<file path="src/rtl/wisc_pkg.sv">
// Shared WISC types and constants for the fetch stage.
package wisc_pkg;

  localparam int unsigned PC_W    = 16;
  localparam int unsigned INSTR_W = 16;

  localparam logic [3:0]         OP_HLT    = 4'hF;
  localparam logic [INSTR_W-1:0] NOP_INSTR = 16'h0000;

  typedef enum logic {
    RUN    = 1'b0,
    HALTED = 1'b1
  } fetch_state_t;

  typedef struct packed {
    logic [INSTR_W-1:0] instr;
    logic [PC_W-1:0]    pc_plus2;
    logic               valid;
  } if_id_t;

  localparam if_id_t IF_ID_BUBBLE = '{instr: NOP_INSTR, pc_plus2: '0, valid: 1'b0};

endpackage

</file>
<file path="src/rtl/sat_counter16.sv">
// 16-bit event counter that sticks at all-ones instead of wrapping.
module sat_counter16 (
  input  logic        clk,
  input  logic        rst,
  input  logic        clear,
  input  logic        en,
  output logic [15:0] count
);

  always_ff @(posedge clk or posedge rst) begin
    if (rst) begin
      count <= 16'h0000;
    end else if (clear) begin
      count <= 16'h0000;
    end else if (en && (count != 16'hFFFF)) begin
      count <= count + 16'd1;
    end
  end

endmodule

</file>
<file path="src/rtl/fetch_unit.sv">
// WISC instruction fetch: PC, imem drive, IF/ID register, branch redirect, HLT stop.
// Optional perf counters built when FETCH_PERF_CNT_EN is defined.
module fetch_unit
  import wisc_pkg::*;
(
  input  logic        clk,
  input  logic        rst,
  input  logic        stall,
  input  logic        branch_taken,
  input  logic [15:0] branch_target,
  output logic [15:0] imem_addr,
  output logic        imem_rd_en,
  input  logic [15:0] imem_data,
  output logic [15:0] if_id_instr,
  output logic [15:0] if_id_pc_plus2,
  output logic        if_id_valid,
  output logic        halted,
  output logic [15:0] fetch_count,
  output logic [15:0] stall_count
);

  fetch_state_t    state, state_nx;
  logic [PC_W-1:0] pc, pc_nx, pc_plus2;
  if_id_t          if_id, if_id_nx;
  logic            unused_target_bit0;

  assign unused_target_bit0 = branch_target[0];

  always_ff @(posedge clk or posedge rst) begin
    if (rst) begin
      state <= RUN;
      pc    <= '0;
      if_id <= IF_ID_BUBBLE;
    end else begin
      state <= state_nx;
      pc    <= pc_nx;
      if_id <= if_id_nx;
    end
  end

  // Priority in RUN: branch > stall > HLT > sequential fetch.
  always_comb begin
    state_nx = state;
    pc_nx    = pc;
    if_id_nx = if_id;
    pc_plus2 = pc + PC_W'(2);
    case (state)
      RUN: begin
        if (branch_taken) begin
          pc_nx    = {branch_target[15:1], 1'b0};
          if_id_nx = IF_ID_BUBBLE;
        end else if (!stall) begin
          if_id_nx = '{instr: imem_data, pc_plus2: pc_plus2, valid: 1'b1};
          if (imem_data[15:12] == OP_HLT) begin
            state_nx = HALTED;
          end else begin
            pc_nx = pc_plus2;
          end
        end
      end
      HALTED: begin
        if (!stall) begin
          if_id_nx = IF_ID_BUBBLE;
        end
      end
      default: state_nx = RUN;
    endcase
  end

  assign imem_addr      = pc;
  assign imem_rd_en     = (state == RUN) && !rst;
  assign if_id_instr    = if_id.instr;
  assign if_id_pc_plus2 = if_id.pc_plus2;
  assign if_id_valid    = if_id.valid;
  assign halted         = (state == HALTED);

`ifdef FETCH_PERF_CNT_EN
  logic fetch_inc, stall_inc;

  assign fetch_inc = (state == RUN) && !branch_taken && !stall;
  assign stall_inc = (state == RUN) && !branch_taken && stall;

  sat_counter16 u_fetch_cnt (
    .clk   (clk),
    .rst   (rst),
    .clear (1'b0),
    .en    (fetch_inc),
    .count (fetch_count)
  );

  sat_counter16 u_stall_cnt (
    .clk   (clk),
    .rst   (rst),
    .clear (1'b0),
    .en    (stall_inc),
    .count (stall_count)
  );
`else
  assign fetch_count = 16'h0000;
  assign stall_count = 16'h0000;
`endif

endmodule

</file>
<file path="config.mk">
export PLATFORM = sky130hd
export DESIGN_NAME = fetch_unit
export DESIGN_NICKNAME = d
export VERILOG_FILES = /design/src/rtl/wisc_pkg.sv /design/src/rtl/sat_counter16.sv /design/src/rtl/fetch_unit.sv
export SDC_FILE = /design/constraint.sdc
export NUM_CORES = 1
export LEC_CHECK = 0
export CORE_MARGIN = 8
export CORE_UTILIZATION = 40
export CTS_CLUSTER_DIAMETER = 150
export DETAILED_ROUTE_END_ITERATION = 10
export PLACE_DENSITY = 0.78
export SLEW_MARGIN = 20
export SYNTH_ARGS = -nofsm -noshare
export SYNTH_HDL_FRONTEND = slang
export SYNTH_HIERARCHICAL = 1
export SYNTH_SLANG_ARGS = --single-unit
</file>
<file path="constraint.sdc">
create_clock -name clk -period 2.3 [get_ports clk]
set_input_delay 0.46 -clock clk [delete_from_list [all_inputs] [get_ports clk]]
set_output_delay 0.46 -clock clk [all_outputs]
set_load 0.02 [all_outputs]
</file>
==> summary.md <==
| Metric | Value |
|---|---|
| Outcome | completed |
| Xor/xnor share of the synthesized area | 4.08% |
| Initial drt markers | between 100 and 150 |
| WP data required | between 1.5 and 2 ns |
| CTS max path bufs | 2 |
| Setup TNS | 0 ns |
| Met3 Wirelength | 588 um |
| Vias in the first global route | approximately 2200 |
| CTS Buf Count | 5 |
| DR top layer | met4 |
| Post-synth ARST share | 100% |
| First-pass GRT wire length | roughly 11000 um |
| Worst Path Max Fanout | 2 |
| Setup repair bufs after CTS | 0 |
| Nature of the critical path endpoint | output pin |
| Area after DPL | approximately 3400 um^2 |
| Pwr dens | about 480 nW/um^2 |
| Worst hold path class | reg2reg |
| Max frequency | ~0.49 GHz |
| Worst setup startpoint | rst |
| Sequential fraction of the synthesis area | approximately 48% |
| Largest stage delay, worst path | 0.61 ns |
| Slew Limit Fails | 0 |
| CTS Hold Bufs | 0 |
| Worst R2R Path Depth | 5 |
| Final Hold Vio Count | 0 |
| Total die area | about 9300 um^2 |
| Worst slew pin tran | 0.634 ns |
| CTS root buf | clkbuf_8 |
| Slew HR | 57.7% |
| Gr ovfl total | 0 |
| Area growth from synthesis to layout | 36.1% |
| Crit-path leading delay family | buffers and inverters |
| Crit Path Class | in2out |
| Die X | about 96 um |
| Post-Route WL | 6850 um |
| Fraction of layout cells with a size suffix above 1 | under 10% |
| Most common cell after layout, fill and taps aside | clkdlybuf4s50_1 |
| Core area | 6280 um^2 |
| Antenna cells | 0 |
| Worst-path clk slew | approximately 0.09 ns |
| Mean cell area of the mapped netlist | around 9.8 um^2 |
| Commonest non-fill, non-tap cells in the layout | clkdlybuf4s50_1 (84), dfrtp_1 (49), conb_1 (33) |
| Fin util | between 50% and 60% |
| Worst Path Buf+Inv | 2 |
| # IOs | between 100 and 150 |
| Non-filler cells in the finished layout | around 420 |
| Die height | approximately 96 um |
| H-tree levels | 2 |
| Final Cell Area | around 3500 um^2 |
| Post-DP HPWL | between 5000 and 6000 um |
| Main combinational cell family by area after synthesis | compound AO/OA/AOI/OAI gates |
| Worst Setup Start Kind | input pin |
| PostCTS Resize Cnt | 0 |
| Worst Skew | between 0.002 and 0.003 ns |
| R2r setup slk | 0.29 ns |
| Area fraction in compound gates after synthesis | between 10% and 20% |
| Simple-gate share of the synthesized area | 13.9% |
| Number of placement rows | 29 |
| TritonRoute pass-1 iters | 4 |
| Crit Reg-Reg Endpoint | if_id_pc_plus2[15]$_DFFE_PP0P_ |
| Antenna violations before repair | 0 |
| Post-Syn Area | approximately 2600 um^2 |
| WP depth | 3 |
| CP dominant cell by count | clkdlybuf4s50_1 |
| Post-Synth Adder-Cell Area | less than 1% |
| Setup crit end | imem_rd_en |
| Ys flop type | dfrtp_1 |
| GP Congestion | a little under 0.8 |
| CTS tree | yes |
| Yosys warning total | 6 |
| Overall power | around 1.7 mW |
| Final nets | roughly 380 |
| Largest net degree at the start of global routing | 50 |
| Placed insts | between 400 and 500 |
| Wire per inst | 16.2 um |
| Multiplexer area fraction after synthesis | less than 1% |
| RSZ-0062 raised after global routing | false |
| Period utilization | 89.4% |
| Fin crit period | 2.06 ns |
| DR DRC count | 0 |
| Critical path's slowest cell | clkdlybuf4s50_1 |
| Met2 routed WL | 3310 um |
| Buffers on Ports | 84 |
| Drt via density | 5.05 |
| Clock Latency Late Sink | 0.30 ns |
| CP Cell Sequence | clkdlybuf4s50_1 > nor2_1 > clkdlybuf4s50_1 |
| Synth Instances | 264 |
| Metal-1 WL | approximately 2900 um |
| Max-cap viol count | 0 |
| Final setup violation count | 0 |
| Worst r2r src | imem_addr[2]$_DFFE_PP0P_ |
| Arr. time, crit path | 1.60 ns |
| Vias after detailed routing | roughly 2100 |
| Initial core utilization | between 40 and 50% |
| EDFF count, synth | 0 |
| Gr usage total | between 10% and 20% |
| Yosys cell types | between 40 and 50 |
| Yosys reg bits | ~50 |
| Maximum vdd drop | about 280 uV |
| Leak pwr | ~1.5 nW |
| Clk sinks | just under 50 |
| Remaining antenna violation count | 0 |
## area by class of cell
class | instances | area, um^2
Clock buffer | 7 | 86.3
Clock inverter | 1 | 30.0
Fill cell | 598 | 2770
Inverter | 5 | 18.8
Multi-Input combinational cell | 191 | 1140
Sequential cell | 49 | 1230
Tap cell | 77 | 96.3
Timing Repair Buffer | 94 | 916
## power breakdown
group	internal [mW]	switching, mW
sequential	0.861	0.0000000175
clock	0.355	0.280
combinational	0.0660	0.106
total	1.28	0.387
## worst register-to-register path, cell delays in order (launching register included)
cell	delay (ns)
dfrtp_1	0.46
ha_1	0.29
nand3_1	0.27
nor4_2	0.52
nor2_1	0.09
a221o_1	0.27
## Yosys cell counts (4+ instances only)
master,instances,area (um^2)
dfrtp_1,49,1230
nand3_1,8,40.0
nor2_1,12,45.0
a31oi_1,4,25.0
clkbuf_1,13,48.8
nand2_1,23,86.3
xor2_1,4,35.0
xnor2_1,8,70.1
buf_4,33,248
a22o_1,17,149
buf_2,4,20.0
a21oi_1,7,35.0
o21ai_0,25,125
nor3_1,9,45.0
inv_1,5,18.8
## how the worst min path moves through the flow
stage	slack (ns)	start	depth (start not counted)	to
after global routing	0.53	if_id_instr[14]$_DFFE_PP0P_	1	if_id_instr[14]$_DFFE_PP0P_
after CTS	0.49	if_id_pc_plus2[6]$_DFFE_PP0P_	2	if_id_pc_plus2[6]$_DFFE_PP0P_
after detailed placement	0.47	if_id_pc_plus2[6]$_DFFE_PP0P_	2	if_id_pc_plus2[6]$_DFFE_PP0P_
after floorplan	0.59	if_id_pc_plus2[10]$_DFFE_PP0P_	2	if_id_pc_plus2[10]$_DFFE_PP0P_
after global placement	0.46	if_id_pc_plus2[8]$_DFFE_PP0P_	2	if_id_pc_plus2[8]$_DFFE_PP0P_
final	0.49	if_id_pc_plus2[7]$_DFFE_PP0P_	2	if_id_pc_plus2[7]$_DFFE_PP0P_
## cell families after synthesis
group,Yosys count
AO/OA/AOI/OAI,75
AND/OR/NAND/NOR,68
buffers and inverters,56
flip-flops,49
XOR/XNOR,12
multiplexers,2
adder cells (fa/ha/maj),1
other,1
## routing by layer
metal	vias up	global-route usage, %
met5	-	0
met1	1012	18.2
met2	91	24.0
li1	1033	-
met3	6	4.29
met4	0	3.78
## state kept, by name, indices dropped and copies added, names as in the netlist
register / count
if_id_instr: 16
if_id_pc_plus2: 16
imem_addr: 15
halted: 1
if_id_valid: 1
## per-stage QoR
stage	hold WS [ns]	worst slack (ns)
final	0.488	0.244
after global placement	0.461	0.184
after detailed placement	0.474	0.182
after global routing	0.529	0.131
after CTS	0.494	0.237
after floorplan	0.590	0.438
Note: power is estimated with default switching activity, not from simulation.
